--- src/rtl/store_buffer_pkg.sv ---
// Shared core constants and types for the store buffer; ROB and rename carry SB_IDXW-wide
// store-buffer indices.
package store_buffer_pkg;

  localparam int unsigned SB_DEPTH = 8;
  localparam int unsigned SB_IDXW  = 3;
  localparam int unsigned SB_AW    = 32;
  localparam int unsigned SB_DW    = 32;
  localparam int unsigned SB_SW    = SB_DW / 8;

  typedef enum logic [0:0] {
    StIdle,
    StReq
  } sb_drain_state_e;

  typedef struct packed {
    logic [SB_AW-1:0] addr;
    logic [SB_DW-1:0] data;
    logic [SB_SW-1:0] wstrb;
    logic             done;
    logic             cmt;
  } sb_entry_t;

endpackage

--- src/rtl/store_buffer_if.sv ---
// Core-side and memory-side signals of the store buffer. The slave modport is the buffer itself;
// the master modport is the core pipeline and memory port driving it.
interface store_buffer_if;
  import store_buffer_pkg::*;

  logic               alloc_en1;
  logic               alloc_en2;
  logic               alloc_rdy;
  logic [SB_IDXW-1:0] alloc_idx1;
  logic [SB_IDXW-1:0] alloc_idx2;
  logic               ex_en;
  logic [SB_IDXW-1:0] ex_idx;
  logic [SB_AW-1:0]   ex_addr;
  logic [SB_DW-1:0]   ex_data;
  logic [SB_SW-1:0]   ex_wstrb;
  logic               write1;
  logic               write2;
  logic               flush;
  logic               mem_req;
  logic [SB_AW-1:0]   mem_addr;
  logic [SB_DW-1:0]   mem_data;
  logic [SB_SW-1:0]   mem_wstrb;
  logic               mem_ack;
  logic               empty;
  logic [SB_IDXW:0]   count;

  modport slave (
    input  alloc_en1, alloc_en2, ex_en, ex_idx, ex_addr, ex_data, ex_wstrb,
    input  write1, write2, flush, mem_ack,
    output alloc_rdy, alloc_idx1, alloc_idx2, mem_req, mem_addr, mem_data, mem_wstrb,
    output empty, count
  );

  modport master (
    output alloc_en1, alloc_en2, ex_en, ex_idx, ex_addr, ex_data, ex_wstrb,
    output write1, write2, flush, mem_ack,
    input  alloc_rdy, alloc_idx1, alloc_idx2, mem_req, mem_addr, mem_data, mem_wstrb,
    input  empty, count
  );

endinterface

--- src/rtl/store_buffer.sv ---
// In-order circular store buffer: allocate at rename, fill at execute, mark at commit, drain the
// oldest committed entry over req/ack. Flush discards everything younger than the commit pointer.
module store_buffer
  import store_buffer_pkg::*;
(
  input  logic    clk,
  input  logic    rst,
  store_buffer_if.slave sb
);

  localparam int unsigned D  = SB_DEPTH;
  localparam int unsigned IW = SB_IDXW;

  typedef logic [IW:0] ptr_t;

  ptr_t            r_head, r_cptr, r_tail;
  sb_entry_t       r_ent [D];
  sb_drain_state_e r_state;
  logic            r_mem_req;
  logic [SB_AW-1:0] r_mem_addr;
  logic [SB_DW-1:0] r_mem_data;
  logic [SB_SW-1:0] r_mem_wstrb;

  ptr_t          w_count, w_uncmt, w_n_alloc, w_m_req, w_m, w_cptr_nxt, w_discard;
  logic          w_alloc_rdy, w_do_alloc, w_ex_ok, w_ack;
  logic [IW-1:0] w_ex_off, w_head_idx, w_next_idx;
  logic [IW-1:0] w_off_a [D];
  logic [IW-1:0] w_off_c [D];
  logic [IW-1:0] w_off_f [D];
  logic [D-1:0]  w_alloc_hit, w_cmt_hit, w_flush_clr, w_cmt_bad;

  assign w_count     = r_tail - r_head;
  assign w_uncmt     = r_tail - r_cptr;
  assign w_alloc_rdy = (w_count <= ptr_t'(D - 2));
  assign w_do_alloc  = w_alloc_rdy && !sb.flush;
  assign w_n_alloc   = ptr_t'(sb.alloc_en1) + ptr_t'(sb.alloc_en2);
  assign w_m_req     = ptr_t'(sb.write1) + ptr_t'(sb.write2);
  // An over-commit is clamped to the entries that actually exist.
  assign w_m         = (w_m_req > w_uncmt) ? w_uncmt : w_m_req;
  assign w_cptr_nxt  = r_cptr + w_m;
  assign w_discard   = r_tail - w_cptr_nxt;
  assign w_ex_off    = sb.ex_idx - r_cptr[IW-1:0];
  assign w_ex_ok     = sb.ex_en && ({1'b0, w_ex_off} < w_uncmt) &&
                       !(sb.flush && ({1'b0, w_ex_off} >= w_m));
  assign w_ack       = (r_state == StReq) && sb.mem_ack;
  assign w_head_idx  = r_head[IW-1:0];
  assign w_next_idx  = w_head_idx + IW'(1);

  always_comb begin
    for (int i = 0; i < D; i++) begin
      w_off_a[i]     = IW'(i) - r_tail[IW-1:0];
      w_off_c[i]     = IW'(i) - r_cptr[IW-1:0];
      w_off_f[i]     = IW'(i) - w_cptr_nxt[IW-1:0];
      w_alloc_hit[i] = w_do_alloc && ({1'b0, w_off_a[i]} < w_n_alloc);
      w_cmt_hit[i]   = {1'b0, w_off_c[i]} < w_m;
      w_flush_clr[i] = sb.flush && ({1'b0, w_off_f[i]} < w_discard);
      w_cmt_bad[i]   = w_cmt_hit[i] && !r_ent[i].done;
    end
  end

  always_ff @(posedge clk or posedge rst) begin
    if (rst) begin
      r_head <= '0;
      r_cptr <= '0;
      r_tail <= '0;
    end else begin
      r_head <= r_head + ptr_t'(w_ack);
      r_cptr <= w_cptr_nxt;
      if (sb.flush)        r_tail <= w_cptr_nxt;
      else if (w_do_alloc) r_tail <= r_tail + w_n_alloc;
    end
  end

  always_ff @(posedge clk or posedge rst) begin
    if (rst) begin
      for (int i = 0; i < D; i++) r_ent[i] <= '0;
    end else begin
      for (int i = 0; i < D; i++) begin
        if (w_ack && (IW'(i) == w_head_idx)) begin
          r_ent[i] <= '0;
        end else begin
          if (w_alloc_hit[i] || w_flush_clr[i]) begin
            r_ent[i].done <= 1'b0;
            r_ent[i].cmt  <= 1'b0;
          end
          if (w_ex_ok && (IW'(i) == sb.ex_idx)) begin
            r_ent[i].addr  <= sb.ex_addr;
            r_ent[i].data  <= sb.ex_data;
            r_ent[i].wstrb <= sb.ex_wstrb;
            r_ent[i].done  <= 1'b1;
          end
          if (w_cmt_hit[i]) r_ent[i].cmt <= 1'b1;
        end
      end
    end
  end

  // Drain FSM: the request fields are captured once and held until the ack cycle.
  always_ff @(posedge clk or posedge rst) begin
    if (rst) begin
      r_state     <= StIdle;
      r_mem_req   <= 1'b0;
      r_mem_addr  <= '0;
      r_mem_data  <= '0;
      r_mem_wstrb <= '0;
    end else begin
      case (r_state)
        StIdle: begin
          if ((r_head != r_cptr) && r_ent[w_head_idx].done) begin
            r_state     <= StReq;
            r_mem_req   <= 1'b1;
            r_mem_addr  <= r_ent[w_head_idx].addr;
            r_mem_data  <= r_ent[w_head_idx].data;
            r_mem_wstrb <= r_ent[w_head_idx].wstrb;
          end
        end
        StReq: begin
          if (sb.mem_ack) begin
            if (r_ent[w_next_idx].cmt && r_ent[w_next_idx].done) begin
              r_mem_addr  <= r_ent[w_next_idx].addr;
              r_mem_data  <= r_ent[w_next_idx].data;
              r_mem_wstrb <= r_ent[w_next_idx].wstrb;
            end else begin
              r_state   <= StIdle;
              r_mem_req <= 1'b0;
            end
          end
        end
        default: begin
          r_state   <= StIdle;
          r_mem_req <= 1'b0;
        end
      endcase
    end
  end

  assign sb.alloc_rdy  = w_alloc_rdy;
  assign sb.alloc_idx1 = r_tail[IW-1:0];
  assign sb.alloc_idx2 = sb.alloc_en1 ? (r_tail[IW-1:0] + IW'(1)) : r_tail[IW-1:0];
  assign sb.count      = w_count;
  assign sb.empty      = (r_tail == r_head);
  assign sb.mem_req    = r_mem_req;
  assign sb.mem_addr   = r_mem_addr;
  assign sb.mem_data   = r_mem_data;
  assign sb.mem_wstrb  = r_mem_wstrb;

  a_alloc_legal: assert property (@(posedge clk) disable iff (rst)
    (sb.alloc_en1 || sb.alloc_en2) |-> w_alloc_rdy);
  a_ex_in_range: assert property (@(posedge clk) disable iff (rst)
    sb.ex_en |-> ({1'b0, w_ex_off} < w_uncmt));
  a_cmt_in_range: assert property (@(posedge clk) disable iff (rst) w_m_req <= w_uncmt);
  a_cmt_done: assert property (@(posedge clk) disable iff (rst) w_cmt_bad == '0);

endmodule

--- src/flat_wrapper.sv ---
// flat-port wrapper written by rule: the top's interface ports become plain ports
module store_buffer_flat import store_buffer_pkg::*;
  (clk, rst, sb_alloc_en1, sb_alloc_en2, sb_ex_en, sb_ex_idx, sb_ex_addr, sb_ex_data, sb_ex_wstrb, sb_write1, sb_write2, sb_flush, sb_mem_ack, sb_alloc_rdy, sb_alloc_idx1, sb_alloc_idx2, sb_mem_req, sb_mem_addr, sb_mem_data, sb_mem_wstrb, sb_empty, sb_count);
  store_buffer_if sb_i ();
  input  logic clk;
  input  logic rst;
  input wire logic [$bits(sb_i.alloc_en1)-1:0] sb_alloc_en1;
  input wire logic [$bits(sb_i.alloc_en2)-1:0] sb_alloc_en2;
  input wire logic [$bits(sb_i.ex_en)-1:0] sb_ex_en;
  input wire logic [$bits(sb_i.ex_idx)-1:0] sb_ex_idx;
  input wire logic [$bits(sb_i.ex_addr)-1:0] sb_ex_addr;
  input wire logic [$bits(sb_i.ex_data)-1:0] sb_ex_data;
  input wire logic [$bits(sb_i.ex_wstrb)-1:0] sb_ex_wstrb;
  input wire logic [$bits(sb_i.write1)-1:0] sb_write1;
  input wire logic [$bits(sb_i.write2)-1:0] sb_write2;
  input wire logic [$bits(sb_i.flush)-1:0] sb_flush;
  input wire logic [$bits(sb_i.mem_ack)-1:0] sb_mem_ack;
  output wire logic [$bits(sb_i.alloc_rdy)-1:0] sb_alloc_rdy;
  output wire logic [$bits(sb_i.alloc_idx1)-1:0] sb_alloc_idx1;
  output wire logic [$bits(sb_i.alloc_idx2)-1:0] sb_alloc_idx2;
  output wire logic [$bits(sb_i.mem_req)-1:0] sb_mem_req;
  output wire logic [$bits(sb_i.mem_addr)-1:0] sb_mem_addr;
  output wire logic [$bits(sb_i.mem_data)-1:0] sb_mem_data;
  output wire logic [$bits(sb_i.mem_wstrb)-1:0] sb_mem_wstrb;
  output wire logic [$bits(sb_i.empty)-1:0] sb_empty;
  output wire logic [$bits(sb_i.count)-1:0] sb_count;
  assign sb_i.alloc_en1 = sb_alloc_en1;
  assign sb_i.alloc_en2 = sb_alloc_en2;
  assign sb_i.ex_en = sb_ex_en;
  assign sb_i.ex_idx = sb_ex_idx;
  assign sb_i.ex_addr = sb_ex_addr;
  assign sb_i.ex_data = sb_ex_data;
  assign sb_i.ex_wstrb = sb_ex_wstrb;
  assign sb_i.write1 = sb_write1;
  assign sb_i.write2 = sb_write2;
  assign sb_i.flush = sb_flush;
  assign sb_i.mem_ack = sb_mem_ack;
  assign sb_alloc_rdy = sb_i.alloc_rdy;
  assign sb_alloc_idx1 = sb_i.alloc_idx1;
  assign sb_alloc_idx2 = sb_i.alloc_idx2;
  assign sb_mem_req = sb_i.mem_req;
  assign sb_mem_addr = sb_i.mem_addr;
  assign sb_mem_data = sb_i.mem_data;
  assign sb_mem_wstrb = sb_i.mem_wstrb;
  assign sb_empty = sb_i.empty;
  assign sb_count = sb_i.count;
  store_buffer u_core (.clk(clk), .rst(rst), .sb(sb_i));
endmodule
--- config.mk ---
export PLATFORM = sky130hd
export DESIGN_NAME = store_buffer_flat
export DESIGN_NICKNAME = d
export VERILOG_FILES = /design/src/rtl/store_buffer_pkg.sv /design/src/rtl/store_buffer_if.sv /design/src/rtl/store_buffer.sv /design/src/flat_wrapper.sv
export SDC_FILE = /design/constraint.sdc
export NUM_CORES = 2
export LEC_CHECK = 0
export BUFFER_PORTS_ARGS = -buffer_cell sky130_fd_sc_hd__buf_2
export CORE_ASPECT_RATIO = 1.75
export CORE_MARGIN = 2
export CORE_UTILIZATION = 35
export DETAILED_ROUTE_END_ITERATION = 12
export GPL_TIMING_DRIVEN = 0
export PLACE_DENSITY = 0.58
export SLEW_MARGIN = 40
export SYNTH_ARGS = -nofsm -noshare
export SYNTH_HDL_FRONTEND = slang
export SYNTH_SLANG_ARGS = --single-unit
--- constraint.sdc ---
create_clock -name clk -period 55.9 [get_ports clk]
set_clock_uncertainty 0.2 [all_clocks]
set_input_delay 0 -clock clk [delete_from_list [all_inputs] [get_ports clk]]
set_output_delay 0 -clock clk [all_outputs]
set_load 0.005 [all_outputs]
After elaboration in Yosys (flattened, before gate mapping)
Index checks and enable logic that the tools add are counted.
{"block": "word_totals", "regBits": 642, "output_inout_bits": 81}
{"block": "classes", "add_sub_neg": 35, "order_cmp": 30, "eq_ne": 20, "n_mux": 62, "n_bitwise": 3, "reduce_logical": 78}
{"cell": "2-to-1 mux 70 bit", "n": 12}
{"cell": "2-to-1 mux 69 bit", "n": 8}
{"cell": "binary-select mux 70 bit (select 3 bit)", "n": 2}
{"cell": "2-to-1 mux 32 bit", "n": 6}
{"cell": "one-hot mux 32 bit (2 select lines)", "n": 2}
{"cell": "less-than comparator 3 x 4 -> 1 bit", "n": 25}
{"cell": "nonzero test 3 bit", "n": 16}
{"cell": "logical AND 1 bit", "n": 39}
{"cell": "subtractor 3 bit, first input constant", "n": 12}
{"cell": "equality test 3 bit, first input constant", "n": 8}
{"cell": "2-to-1 mux 4 bit", "n": 6}
{"cell": "nonzero test 2 bit", "n": 9}
{"cell": "subtractor 1 x 3 -> 3 bit, first input constant", "n": 6}
{"cell": "subtractor 2 x 3 -> 3 bit, first input constant", "n": 6}
{"cell": "2-to-1 mux 2 bit", "n": 8}
{"cell": "2-to-1 mux 1 bit", "n": 14}
{"cell": "equality test 2 x 3 -> 1 bit, first input constant", "n": 4}
{"cell": "subtractor 4 bit", "n": 3}
{"cell": "adder 4 bit", "n": 2}
{"cell": ">= comparator 4 bit, second input constant", "n": 2}
{"cell": "logical OR 1 bit", "n": 8}
{"cell": "inverter 3 -> 4 bit", "n": 2}
{"cell": "one-hot mux 4 bit (2 select lines)", "n": 1}
{"cell": "adder 3 x 1 -> 3 bit, second input constant", "n": 2}
{"cell": "17 further kinds", "n": 25}

Longest topological paths before layout
{"block": "logic_depth", "ltp_word": 11, "depth_mapped": 21, "ltp_nobuf": 21}

Worst setup path before layout
Ideal clock, no wire load.
{"block": "synth_path", "path_kind": "register -> register", "start": "register u_core.r_tail[1]", "end": "register u_core.r_ent[210] (netlist name)", "setup_time_ns": 0.124, "arrival_time_ns": 5.145, "slack_ns": 50.431, "path_stages_with_launch": 20, "synth_period_minus_slack_ns": 5.469, "path_cell_list": "dfrtp_1 -> inv_1 -> fa_1 -> ha_1 -> a21oi_1 -> a21oi_1 -> o211a_1 -> mux2i_1 -> ha_1 -> inv_1 -> fa_1 -> inv_1 -> fa_1 -> xnor2_1 -> xnor2_1 -> ha_1 -> a21o_1 -> nand2_1 -> nor2_1 -> o31a_1"}
{"block": "synth_between", "elab_chain_cells": 9}
{"element": "start: declaration", "line": "store_buffer.sv:16", "text": "ptr_t r_head, r_cptr, r_tail;"}
{"element": "start signal: assignment", "line": "store_buffer.sv:69", "text": "if (sb.flush) r_tail <= w_cptr_nxt;"}
{"element": "start signal: assignment", "line": "store_buffer.sv:70", "text": "else if (w_do_alloc) r_tail <= r_tail + w_n_alloc;"}
{"element": "subtractor 4 bit *", "line": "store_buffer.sv:33", "text": "assign w_uncmt = r_tail - r_cptr;"}
{"element": "> comparator 4 bit", "line": "store_buffer.sv:39", "text": "assign w_m = (w_m_req > w_uncmt) ? w_uncmt : w_m_req;"}
{"element": "2-to-1 mux 4 bit *", "line": "store_buffer.sv:39"}
{"element": "adder 4 bit *", "line": "store_buffer.sv:40", "text": "assign w_cptr_nxt = r_cptr + w_m;"}
{"element": "via u_core.w_cptr_nxt[1]", "line": "store_buffer.sv:24", "text": "ptr_t w_count, w_uncmt, w_n_alloc, w_m_req, w_m, w_cptr_nxt, w_discard;"}
{"element": "subtractor 4 bit / subtractor 3 bit (equally long branches)", "line": "store_buffer.sv:41, store_buffer.sv:53"}
{"element": "less-than comparator 3 x 4 -> 1 bit *", "line": "store_buffer.sv:56", "text": "w_flush_clr[i] = sb.flush && ({1'b0, w_off_f[i]} < w_discard);"}
{"element": "logical AND 1 bit *", "line": "store_buffer.sv:56"}
{"element": "logical OR 1 bit *", "line": "store_buffer.sv:82", "text": "if (w_alloc_hit[i] || w_flush_clr[i]) begin"}
{"element": "nonzero test 3 bit (no source line) *"}
{"element": "end: declaration", "line": "store_buffer.sv:17", "text": "sb_entry_t r_ent [D];"}
The timed path passes the listed nets; every way through them passes the cells marked *.
A chain may end at the register's enable or synchronous reset.

Final worst setup path
{"block": "layout_path", "start": "register u_core.r_tail[1]", "end": "register u_core.r_ent[490] (netlist name)"}
{"block": "layout_between", "elab_chain_cells": 9}
{"element": "subtractor 4 bit *", "line": "store_buffer.sv:33"}
{"element": "> comparator 4 bit", "line": "store_buffer.sv:39"}
{"element": "2-to-1 mux 4 bit *", "line": "store_buffer.sv:39"}
{"element": "adder 4 bit *", "line": "store_buffer.sv:40"}
{"element": "via u_core.w_cptr_nxt[1]", "line": "store_buffer.sv:24"}
{"element": "subtractor 4 bit / subtractor 1 x 3 -> 3 bit (equally long branches)", "line": "store_buffer.sv:41, store_buffer.sv:53"}
{"element": "less-than comparator 3 x 4 -> 1 bit *", "line": "store_buffer.sv:56"}
{"element": "logical AND 1 bit *", "line": "store_buffer.sv:56"}
{"element": "logical OR 1 bit *", "line": "store_buffer.sv:82"}
{"element": "nonzero test 3 bit (no source line) *"}
Marked as above.

==> run_summary.xml <==
<?xml version="1.0" encoding="UTF-8"?>
<metrics>
  <group name="outcome">
    <metric name="run_status" unit="">finished clean</metric>
  </group>
  <group name="synth">
    <metric name="post_synth_instance_area" unit="mm^2">0.03412</metric>
    <metric name="synthDominantCellAreaShare" unit="%">47.09</metric>
    <metric name="netlist-cell-type-count" unit="">68</metric>
    <metric name="synth_top_cell_by_area" unit="">dfrtp_1</metric>
    <metric name="share_of_synthesized_flip_flops_with_an_asynchronous_set_or_reset" unit="%">100.0</metric>
    <metric name="yosys_register_bits" unit="">642</metric>
    <metric name="synth_ff_type" unit="">dfrtp_1</metric>
    <metric name="syn-instance-count" unit="">2471</metric>
    <metric name="most_common_cell_in_the_synthesized_netlist" unit="">dfrtp_1</metric>
    <metric name="syn-mean-instance-area" unit="um^2">13.81</metric>
    <metric name="synth.cells.most_frequent" unit="">dfrtp_1 (642), a22o_1 (545), mux4_2 (273), buf_2 (123), a21oi_1 (87)</metric>
    <metric name="synth-seq-area-share" unit="%">47.09</metric>
    <metric name="post_synth_main_area_contributors" unit="">dfrtp_1 (47%), mux4_2 (18%), a22o_1 (14%)</metric>
    <metric name="post_synth_edffs" unit="">0</metric>
    <metric name="yosys_warnings" unit="">0</metric>
  </group>
  <group name="die">
    <metric name="placeableCoreArea" unit="mm^2">0.09673</metric>
    <metric name="standard_cell_rows" unit="">151</metric>
    <metric name="floorplan.initialDensity" unit="%">35.27</metric>
    <metric name="fp.dieArea" unit="mm^2">0.1001</metric>
    <metric name="ioPinCount" unit="">161</metric>
    <metric name="die_w" unit="um">240.0</metric>
    <metric name="floorplan.die.height" unit="um">417.0</metric>
  </group>
  <group name="grt">
    <metric name="grt_pass1_vias" unit="">27113</metric>
    <metric name="global_route_wire_length_before_repair" unit="um">179600</metric>
    <metric name="antenna_found_initial" unit="">8</metric>
    <metric name="largest_net_degree_at_the_start_of_global_routing" unit="">84</metric>
    <metric name="grt_overflow" unit="">0</metric>
    <metric name="grt_util_all_layers" unit="%">23.98</metric>
  </group>
  <group name="pwr">
    <metric name="leakagePower" unit="nW">17.67</metric>
    <metric name="ir_drop" unit="V">0.00004197</metric>
    <metric name="seqPwrFrac" unit="%">28.5</metric>
    <metric name="clock_power_share" unit="%">14.8</metric>
    <metric name="power.share.switching" unit="%">41.55</metric>
    <metric name="power_density" unit="mW/mm^2">74.77</metric>
    <metric name="total_switching_power" unit="mW">1.220</metric>
    <metric name="power_report.internal_total" unit="mW">1.717</metric>
    <metric name="pwr-share-comb" unit="%">56.7</metric>
  </group>
  <group name="cells_and_area">
    <metric name="finished_cell_area" unit="mm^2">0.03928</metric>
    <metric name="nFillCells" unit="">9111</metric>
    <metric name="area_of_the_multi_input_gates" unit="mm^2">0.01638</metric>
    <metric name="regArea" unit="mm^2">0.01607</metric>
    <metric name="post_layout_net_count" unit="">2865</metric>
    <metric name="area.growth.synth_to_final" unit="%">15.13</metric>
    <metric name="fraction_of_final_layout_cells_sized_beyond_drive_strength_1" unit="%">27.08</metric>
  </group>
  <group name="critical_path">
    <metric name="worst-path-max-fanout" unit="">11</metric>
    <metric name="worstSetupEndpointType" unit="">flip-flop</metric>
    <metric name="r2r-start" unit="">u_core.r_tail[1]$_DFFE_PP0P_</metric>
    <metric name="crit_chain" unit="">inv_1, fa_1, ha_1, a21oi_1, a21oi_1, o211a_1, mux2i_1, ha_1, inv_1, fa_1, inv_1, fa_1, xnor2_1, xnor2_2, ha_1, a21oi_1, or3_1, o32ai_1, a22o_1</metric>
    <metric name="worstRegToRegCells" unit="">19</metric>
    <metric name="critPathLaunch" unit="">u_core.r_tail[1]$_DFFE_PP0P_</metric>
    <metric name="worst-endpoint-required" unit="ns">56.29</metric>
    <metric name="timing.critical_path.from_type" unit="">flip-flop</metric>
    <metric name="crit_path_top_delay_cell" unit="">dfrtp_1</metric>
    <metric name="cp_data_arrival_time" unit="ns">6.92</metric>
    <metric name="critical_path_class" unit="">flip-flop to flip-flop</metric>
    <metric name="ff2ff_setup_slack" unit="ns">49.37</metric>
    <metric name="slowest_delay" unit="ns">0.67</metric>
  </group>
  <group name="clock_network">
    <metric name="worst_setup_hold_path_clk_slew" unit="ns">0.07</metric>
    <metric name="ctsLongestPathBuffers" unit="">3</metric>
    <metric name="cts-buffers-inserted" unit="">60</metric>
    <metric name="clock_tree.root_cell" unit="">clkbuf_16</metric>
    <metric name="tritoncts_clock_tree" unit="">built</metric>
    <metric name="tritoncts_num_sinks" unit="">642</metric>
    <metric name="cts_setup_buffers" unit="">0</metric>
    <metric name="insertion_delay" unit="ns">0.67</metric>
    <metric name="cts-htree-levels" unit="">2</metric>
    <metric name="post_cts_resized" unit="">0</metric>
    <metric name="cts_hold_buf" unit="">74</metric>
  </group>
  <group name="timing">
    <metric name="slew-limit-headroom" unit="%">39.40</metric>
    <metric name="finalWorstPathRequiredPeriod" unit="ns">6.531</metric>
    <metric name="tightest_slew" unit="ns">0.9089</metric>
    <metric name="fmax" unit="MHz">153.1</metric>
    <metric name="grt_setup_unrepaired" unit="">no</metric>
    <metric name="setup-violations-final" unit="">0</metric>
    <metric name="finalMaxSlewViolations" unit="">0</metric>
    <metric name="timing.final.hold_violations" unit="">0</metric>
    <metric name="timing.final.crit_share" unit="%">11.68</metric>
    <metric name="tns" unit="ns">0</metric>
  </group>
  <group name="routing">
    <metric name="viasPerCell" unit="">6.235</metric>
    <metric name="drt.antenna.violating_nets" unit="">0</metric>
    <metric name="router_iterations_before_antenna_repair" unit="">6</metric>
    <metric name="via_count" unit="">25325</metric>
    <metric name="wl_per_cell" unit="um">29.53</metric>
    <metric name="routed_wl" unit="um">120000</metric>
    <metric name="drt_iter0_drc" unit="">2491</metric>
    <metric name="detail_route.drc_violations" unit="">0</metric>
  </group>
  <group name="run">
    <metric name="drv.max_cap_violation_count" unit="">0</metric>
  </group>
  <group name="worst_hold_path">
    <metric name="worst_hold_path.num_cells" unit="">5</metric>
    <metric name="holdCritStartpoint" unit="">sb_mem_ack</metric>
    <metric name="hold_path_class" unit="">input pin to flip-flop</metric>
  </group>
  <group name="place">
    <metric name="dp_hpwl" unit="um">83610</metric>
    <metric name="portBuffers" unit="">90</metric>
    <metric name="routability_congestion_estimate" unit="">0.8957</metric>
    <metric name="placed_area" unit="mm^2">0.03649</metric>
  </group>
</metrics>
==> cell type report <==
| type | instances | share of cell area, % |
|---|---|---|
| antenna | 3 | 0.01911 |
| buffer | 309 | 4.023 |
| clock buffer | 88 | 4.602 |
| clock inverter | 19 | 0.5574 |
| inverter | 44 | 0.4395 |
| multi-input combinational | 1484 | 41.70 |
| sequential | 642 | 40.90 |
| tap | 1300 | 4.141 |
| timing repair buffer | 173 | 3.621 |
==> worst paths after layout <==
kind | to
hold / removal | u_core.r_state$_DFF_PP0_
setup reg to reg | u_core.r_ent[490]$_DFFE_PP0P_
min in group asynchronous | u_core.sb.mem_addr[17]$_DFFE_PP0P_
hold reg to reg | u_core.sb.mem_data[14]$_DFFE_PP0P_
max in group asynchronous | u_core.r_ent[98]$_DFFE_PP0P_
setup / recovery | u_core.r_ent[490]$_DFFE_PP0P_
==> sequential cells by signal, summed over array words and instances, names as in the netlist <==
register             flops
u_core.sb.mem_addr      32
u_core.sb.mem_wstrb      4
u_core.sb.mem_req        1
u_core.r_head            4
u_core.r_ent           560
u_core.r_tail            4
u_core.sb.mem_data      32
u_core.r_cptr            4
u_core.r_state           1
==> placed cells by master, fill, tap and decap left out, types with 20 or more instances in the layout <==
cell	Yosys	routed
clkbuf_1	62	61
mux4_2	273	273
a211oi_1	68	68
clkbuf_16	0	61
a21oi_1	87	87
dfrtp_1	642	642
a22o_1	545	545
and2_1	71	71
buf_2	123	216
inv_1	42	41
mux2i_1	71	71
buf_4	28	28
buf_6	19	20
ha_1	62	62
buf_1	77	72
dlygate4sd3_1	0	74
mux2_2	68	68
nor2_1	20	20
nand2_1	39	39
==> kinds of logic (layout without fill, tap and decap cells) <==
| logic type | after synthesis | after routing | synth area share [%] |
|---|---|---|---|
| buffers and inverters | 353 | 633 | 5.061 |
| muxes | 413 | 413 | 22.38 |
| adders and majority gates | 72 | 72 | 2.831 |
| DFF | 642 | 642 | 47.09 |
| xor gates and xnor gates | 31 | 31 | 0.8178 |
| AOI/OAI and AO/OA | 774 | 774 | 18.70 |
| other | 2 | 13 | 0.02201 |
| and+or+nand+nor | 184 | 184 | 3.106 |
==> power groups by stage <==
stage | Clock [mW] | Combinational, mW | Sequential, mW
after CTS | 0.440 | 1.67 | 0.829
after floorplan | 0 | 1.20 | 0.779
after detailed placement | 0 | 1.65 | 0.834
final | 0.435 | 1.66 | 0.837
after global routing | 0.458 | 1.78 | 0.856
after global placement | 0 | 1.61 | 0.813
==> metrics by stage <==
stage / hold WS, ns / instances / util, % / setup slack (ns) / power, mW
floorplan: -0.1486 / 2479 / - / 37.71 / 1.982
global placement: 0.1149 / 3869 / 37.45 / 31.97 / 2.425
detailed placement: -0.1867 / 3878 / 37.72 / 49.10 / 2.486
CTS: 0.01583 / 4059 / 40.58 / 49.06 / 2.935
global route: 0.04278 / 4061 / 40.61 / 48.95 / 3.096
finish: 0.03040 / 4062 / 40.61 / 49.37 / 2.937
==> critical path, delay by kind of cell (launching register included) <==
kind | cells | cell delay, ns
compound gates | 6 | 1.11
xor+xnor | 2 | 0.47
fa+ha+maj | 6 | 2.70
buf+inv | 3 | 0.64
flops | 1 | 0.67
mux | 1 | 0.37
simple gates | 1 | 0.30
==> per-layer routing <==
layer  track usage, %  share of wire [%]  wire (um)  vias up
met1            28.26                 36      43280    13225
met4            13.42                6.0       7152       12
met2            40.86                 51      60650     1477
met5                0              0.066         79        -
li1                 -                  -          -    10194
met3            4.543                7.3       8816      417
Note: power is estimated with default switching activity, not from simulation.
